<file path="config.mk">
export PLATFORM = sky130hd
export DESIGN_NAME = wb_bus_arbiter
export DESIGN_NICKNAME = d
export VERILOG_FILES = /design/src/rtl/wb_bus_arbiter.sv
export SDC_FILE = /design/constraint.sdc
export NUM_CORES = 1
export LEC_CHECK = 0
export BUFFER_PORTS_ARGS = -buffer_cell sky130_fd_sc_hd__buf_2
export CORE_AREA = 2 2 125 127
export CTS_BUF_LIST = sky130_fd_sc_hd__clkbuf_8
export DETAILED_ROUTE_END_ITERATION = 6
export DIE_AREA = 0 0 127 129
export PLACE_DENSITY = 0.54
export REMOVE_ABC_BUFFERS = 1
export SKIP_LAST_GASP = 1
export SLEW_MARGIN = 20
export SYNTH_ARGS = -nofsm -noshare
export SYNTH_HDL_FRONTEND = slang
export SYNTH_SLANG_ARGS = --single-unit
</file>
<file path="constraint.sdc">
create_clock -name clk -period 1.65 [get_ports clk]
set_input_delay 0.33 -clock clk [delete_from_list [all_inputs] [get_ports clk]]
set_output_delay 0.33 -clock clk [all_outputs]
set_load 0.02 [all_outputs]
</file>
<file path="src/rtl/wb_bus_arbiter.sv">
`default_nettype none
// ============================================================================
// Module   : wb_bus_arbiter
// Brief    : Two-master Wishbone arbiter onto a single shared slave, with
//            alternating priority on contention and a stalled-cycle timeout.
// Revision : 1.0 - initial release
// ============================================================================
module wb_bus_arbiter #(
  parameter int AW      = 32,
  parameter int DW      = 32,
  parameter int TIMEOUT = 255
) (
  input  logic            clk,
  input  logic            rst,
  input  logic            m0_cyc_i,
  input  logic            m0_stb_i,
  input  logic            m0_we_i,
  input  logic [AW-1:0]   m0_adr_i,
  input  logic [DW-1:0]   m0_dat_i,
  input  logic [DW/8-1:0] m0_sel_i,
  output logic [DW-1:0]   m0_dat_o,
  output logic            m0_ack_o,
  output logic            m0_err_o,
  input  logic            m1_cyc_i,
  input  logic            m1_stb_i,
  input  logic            m1_we_i,
  input  logic [AW-1:0]   m1_adr_i,
  input  logic [DW-1:0]   m1_dat_i,
  input  logic [DW/8-1:0] m1_sel_i,
  output logic [DW-1:0]   m1_dat_o,
  output logic            m1_ack_o,
  output logic            m1_err_o,
  output logic            s_cyc_o,
  output logic            s_stb_o,
  output logic            s_we_o,
  output logic [AW-1:0]   s_adr_o,
  output logic [DW-1:0]   s_dat_o,
  output logic [DW/8-1:0] s_sel_o,
  input  logic [DW-1:0]   s_dat_i,
  input  logic            s_ack_i,
  input  logic            s_err_i,
  output logic            busy_o,
  output logic            timeout_o
);

  localparam logic [7:0] C_TMO_LAST = 8'(TIMEOUT - 1);

  typedef enum logic [1:0] {
    S_IDLE = 2'd0,
    S_OWN0 = 2'd1,
    S_OWN1 = 2'd2
  } state_t;

  state_t     r_state;
  logic       r_last;
  logic [7:0] r_stall_cnt;

  logic w_own0;
  logic w_own1;
  logic w_stb;
  logic w_stall;
  logic w_tmo;

  // Ownership is masked by rst so every output is quiet while reset is held.
  assign w_own0  = (r_state == S_OWN0) && !rst;
  assign w_own1  = (r_state == S_OWN1) && !rst;
  assign w_stb   = (w_own0 & m0_stb_i) | (w_own1 & m1_stb_i);
  assign w_stall = w_stb & ~s_ack_i & ~s_err_i;
  assign w_tmo   = w_stall && (r_stall_cnt == C_TMO_LAST);

  always_ff @(posedge clk) begin
    if (rst) begin
      r_state     <= S_IDLE;
      r_last      <= 1'b1;
      r_stall_cnt <= 8'd0;
    end else begin
      r_stall_cnt <= (w_stall && !w_tmo) ? r_stall_cnt + 8'd1 : 8'd0;
      case (r_state)
        S_IDLE: begin
          // On contention the master that did not own the bus last wins.
          if (m0_cyc_i && (!m1_cyc_i || r_last)) begin
            r_state <= S_OWN0;
          end else if (m1_cyc_i) begin
            r_state <= S_OWN1;
          end
        end
        S_OWN0: begin
          if (!m0_cyc_i) begin
            r_state <= S_IDLE;
            r_last  <= 1'b0;
          end
        end
        S_OWN1: begin
          if (!m1_cyc_i) begin
            r_state <= S_IDLE;
            r_last  <= 1'b1;
          end
        end
        default: r_state <= S_IDLE;
      endcase
    end
  end

  assign s_cyc_o = (w_own0 & m0_cyc_i) | (w_own1 & m1_cyc_i);
  assign s_stb_o = w_stb & ~w_tmo;
  assign s_we_o  = (w_own0 & m0_we_i) | (w_own1 & m1_we_i);
  assign s_adr_o = ({AW{w_own0}} & m0_adr_i) | ({AW{w_own1}} & m1_adr_i);
  assign s_dat_o = ({DW{w_own0}} & m0_dat_i) | ({DW{w_own1}} & m1_dat_i);
  assign s_sel_o = ({(DW/8){w_own0}} & m0_sel_i) | ({(DW/8){w_own1}} & m1_sel_i);

  assign m0_dat_o = s_dat_i;
  assign m1_dat_o = s_dat_i;
  assign m0_ack_o = s_ack_i & w_own0 & m0_stb_i;
  assign m1_ack_o = s_ack_i & w_own1 & m1_stb_i;
  assign m0_err_o = (s_err_i | w_tmo) & w_own0 & m0_stb_i;
  assign m1_err_o = (s_err_i | w_tmo) & w_own1 & m1_stb_i;

  assign busy_o    = (r_state != S_IDLE) && !rst;
  assign timeout_o = w_tmo;

endmodule
`default_nettype wire

</file>
==> summary.md <==
| Metric | Value |
|---|---|
| Layout area overhead | 85.84% |
| Synth top area share | 33.36% |
| Maximum level of the CTS H-tree | 1 |
| Post-DRT Antenna Nets | 0 |
| Vias/cell | 4.440 |
| Crit. End Element | primary output |
| Main synth FF type | dfxtp_1 |
| WL per Instance | 25.65 um |
| Row cnt | 45 |
| Core Region | approximately 15000 um^2 |
| Cells after synthesis | 222 |
| Top delay family on crit path | buffers and inverters |
| Hold crit path type | in2reg |
| Ys Warns | 0 |
| Failing checks | setup timing |
| Die Ht | approximately 130 um |
| Startpoint Class | register |
| Synth area leaders | a22o_1 33%, buf_4 27%, dfxtp_1 12% |
| I/O pins | 319 |
| Dpl hpwl | around 12000 um |
| Part of the Yosys area used for sequential elements | 12.15% |
| CP Buf/Inv Count | 3 |
| CTS tree | built |
| Clock period minus worst slack | about 1800 ps |
| Placed Instance Area | 2739 um^2 |
| DRT Wirelength | 14930 um |
| Synth Register Bits | 11 |
| Post-synthesis instance area | 1812 um^2 |
| Crit-path max FO | 16 |
| # port buffers | 222 |
| Layout cells sized above 1 | 72.52% |
| Sequential power share | 22.4% |
| Fin util | between 20% and 30% |
| DRC violation total after the first TritonRoute iteration | 150 |
| VDD IR max | 0.2385 mV |
| Largest net degree at the start of global routing | 32 |
| Clock power frac | 21.4% |
| Pleak | 1.728 nW |
| Most common cell in the netlist | a22o_1 |
| Total gr overflow | 0 |
| Max-slew headroom | about four fifths |
| # hold bufs at CTS | 0 |
| Clock Pin Slew Worst Setup and Hold Paths | around 50 ps |
| Pwr dens | roughly 370 nW/um^2 |
| Clk root buf | clkbuf_8 |
| Vias in the first global route | about 2.5k |
| Max Slew Vio Count | 0 |
| Fin. Hold Viols | 0 |
| First-pass GRT wire length | 18900 um |
| Data arrival, critical path | 1480 ps |
| Tcrit/Tclk final | 109.8% |
| GRT Total Usage | between 15 and 20% |
| Top cells by count, synth | 69 x a22o_1, 66 x buf_4, 11 x dfxtp_1, 10 x buf_2 |
| # setup viols final | 76 |
| Layout Nets | 574 |
| Via Count | 2584 |
| Multi-input gate area | around 1200 um^2 |
| Busiest grt layer | met1 |
| Die area | 16380 um^2 |
| CP peak stage delay | ~360 ps |
| Required time of the critical path | 1320 ps |
| Met2 GRT Util | roughly a fifth |
| Met1 usage | about 22% |
| Unrepaired setup endpoints after global routing | yes |
| Sequential Area | 229.0 um^2 |
| Max-cap check violation count | 0 |
| Filler cells | 1661 |
| Final worst setup slack | -161.8 ps |
| Number of synthesized flops with an enable pin | 0 |
| Die W | roughly 130 um |
| WHS | 349.0 ps |
| DRC | 0 |
| RD Place Congestion | 0.8232 |
| Internal | 0.0007859 W |
| Clock Latency Late Sink | 240 ps |
| Clock Sinks | 11 |
| Cell taking the most area after synthesis | a22o_1 |
| Worst Max-Slew Pin Slew | 273.2 ps |
| Crit Path Category | reg2out |
| Skew final | 5.625 ps |
| Initial antenna violation count | 1 |
| Async set or reset register ratio after synthesis | 0% |
| Pre-CTS setup slack | -221.8 ps |
| Switching share of power | 36.13% |
| First-pass DRT Iterations | 4 |
| Switching power total | 0.0004445 W |
| Combinational power share | 56.1% |
| Starting Density | 12.10% |
| Status | finished with violations |
| Crit-path cells | nor3b_4 > buf_12 > buf_16 > a22o_1 > buf_4 |
| Mean post-synth cell area | 8.161 um^2 |
| CP max-delay cell | dfxtp_4 |
| Synth unique cells | 34 |
| Max Buffers Root-to-Sink | 2 |
| Met3 Track Usage GR | 12.68% |
| Num CTS Buffers | 3 |
| FMAX | 0.5519 GHz |
| Post-route cell area | around 3400 um^2 |
[power groups by stage]
| stage | clock [W] | combinational [W] | sequential (W) |
|---|---|---|---|
| floorplan | 0 | 0.000223 | 0.000283 |
| global placement | 0 | 0.000582 | 0.000282 |
| detailed placement | 0 | 0.000569 | 0.000281 |
| CTS | 0.000271 | 0.000641 | 0.000277 |
| global route | 0.000281 | 0.000732 | 0.000277 |
| finish | 0.000263 | 0.000691 | 0.000276 |
[area by class of cell]
cell class	instances	share of cell area, %
sequential	11	6.800
timing repair buffer	249	50.20
multi-input combinational	127	34.37
inverter	2	0.2230
clock buffer	3	1.226
tap	188	6.986
antenna	1	0.07432
clock inverter	1	0.1115
[metal layers]
| layer | vias up | wire, um |
|---|---|---|
| li1 | 1112 | - |
| met1 | 1221 | 6669 |
| met2 | 243 | 5632 |
| met3 | 6 | 2531 |
| met4 | 2 | 34 |
| met5 | - | 61 |
[final timing paths]
path	startpoint	to	slack [ps]	cells after the start
max	r_state[1]	s_dat_o[10]	-160	5
min	m1_cyc_i	r_state[1]	350	3
max reg2reg	r_state[1]	r_stall_cnt[7]	0	8
min reg2reg	r_last	r_state[1]	490	1
[placed cells by master (no fill, tap or decap), types with 2 or more instances in the layout]
master     Yosys  routed
nand3_1        4       3
buf_16         0       3
nand3b_1       2       2
and2_4         0       3
clkbuf_8       0       3
and4bb_2       2       2
and2_1         5       2
nor2_2         1       3
dfxtp_1       11       6
nor2_1         6       4
inv_1          2       2
o21ai_0        3       3
dfxtp_2        0       4
buf_12         0       3
buf_6          4      17
buf_4         66      74
a22o_1        69      56
xor2_1         2       2
nor3_1         5       5
clkbuf_16      0       2
a22o_4         0      13
buf_2         10     150
a21oi_1        6       5
nand2_1        3       3
nor3b_1        2       2
[logic make-up after synthesis]
logic type | synth area share (%)
xor+xnor | 1.451
simple gates | 13.19
compound gates | 38.40
fa+ha+maj | 1.381
flops | 12.15
buf+inv | 33.43
[state kept, by name, summed over array words and instances (netlist names)]
name	count
r_stall_cnt	8
r_state	2
r_last	1
[per-stage QoR]
stage	instances	power [W]	TNS, ps
6_report	582	0.001230	-8443
5_1_grt	581	0.001289	-14630
3_5_place_dp	567	0.0008500	-3219
2_1_floorplan	140	0.0005062	-61440
3_3_place_gp	567	0.0008636	-3771
4_1_cts	576	0.001188	-8977
[worst min-delay path, delay by kind of cell]
family,cells,cell delay [ps]
AOI/OAI and AO/OA,1,30
buffers and inverters,1,120
and+or+nand+nor,1,60
[timing repair]
item | CTS | global route
pin swaps | 10 | 12
resized for setup | 69 | 61
gates cloned | 1 | 2
setup buffers | 4 | 3
endpoints found under the setup margin | 76 | 76
Power figures use the tool's default switching activity.
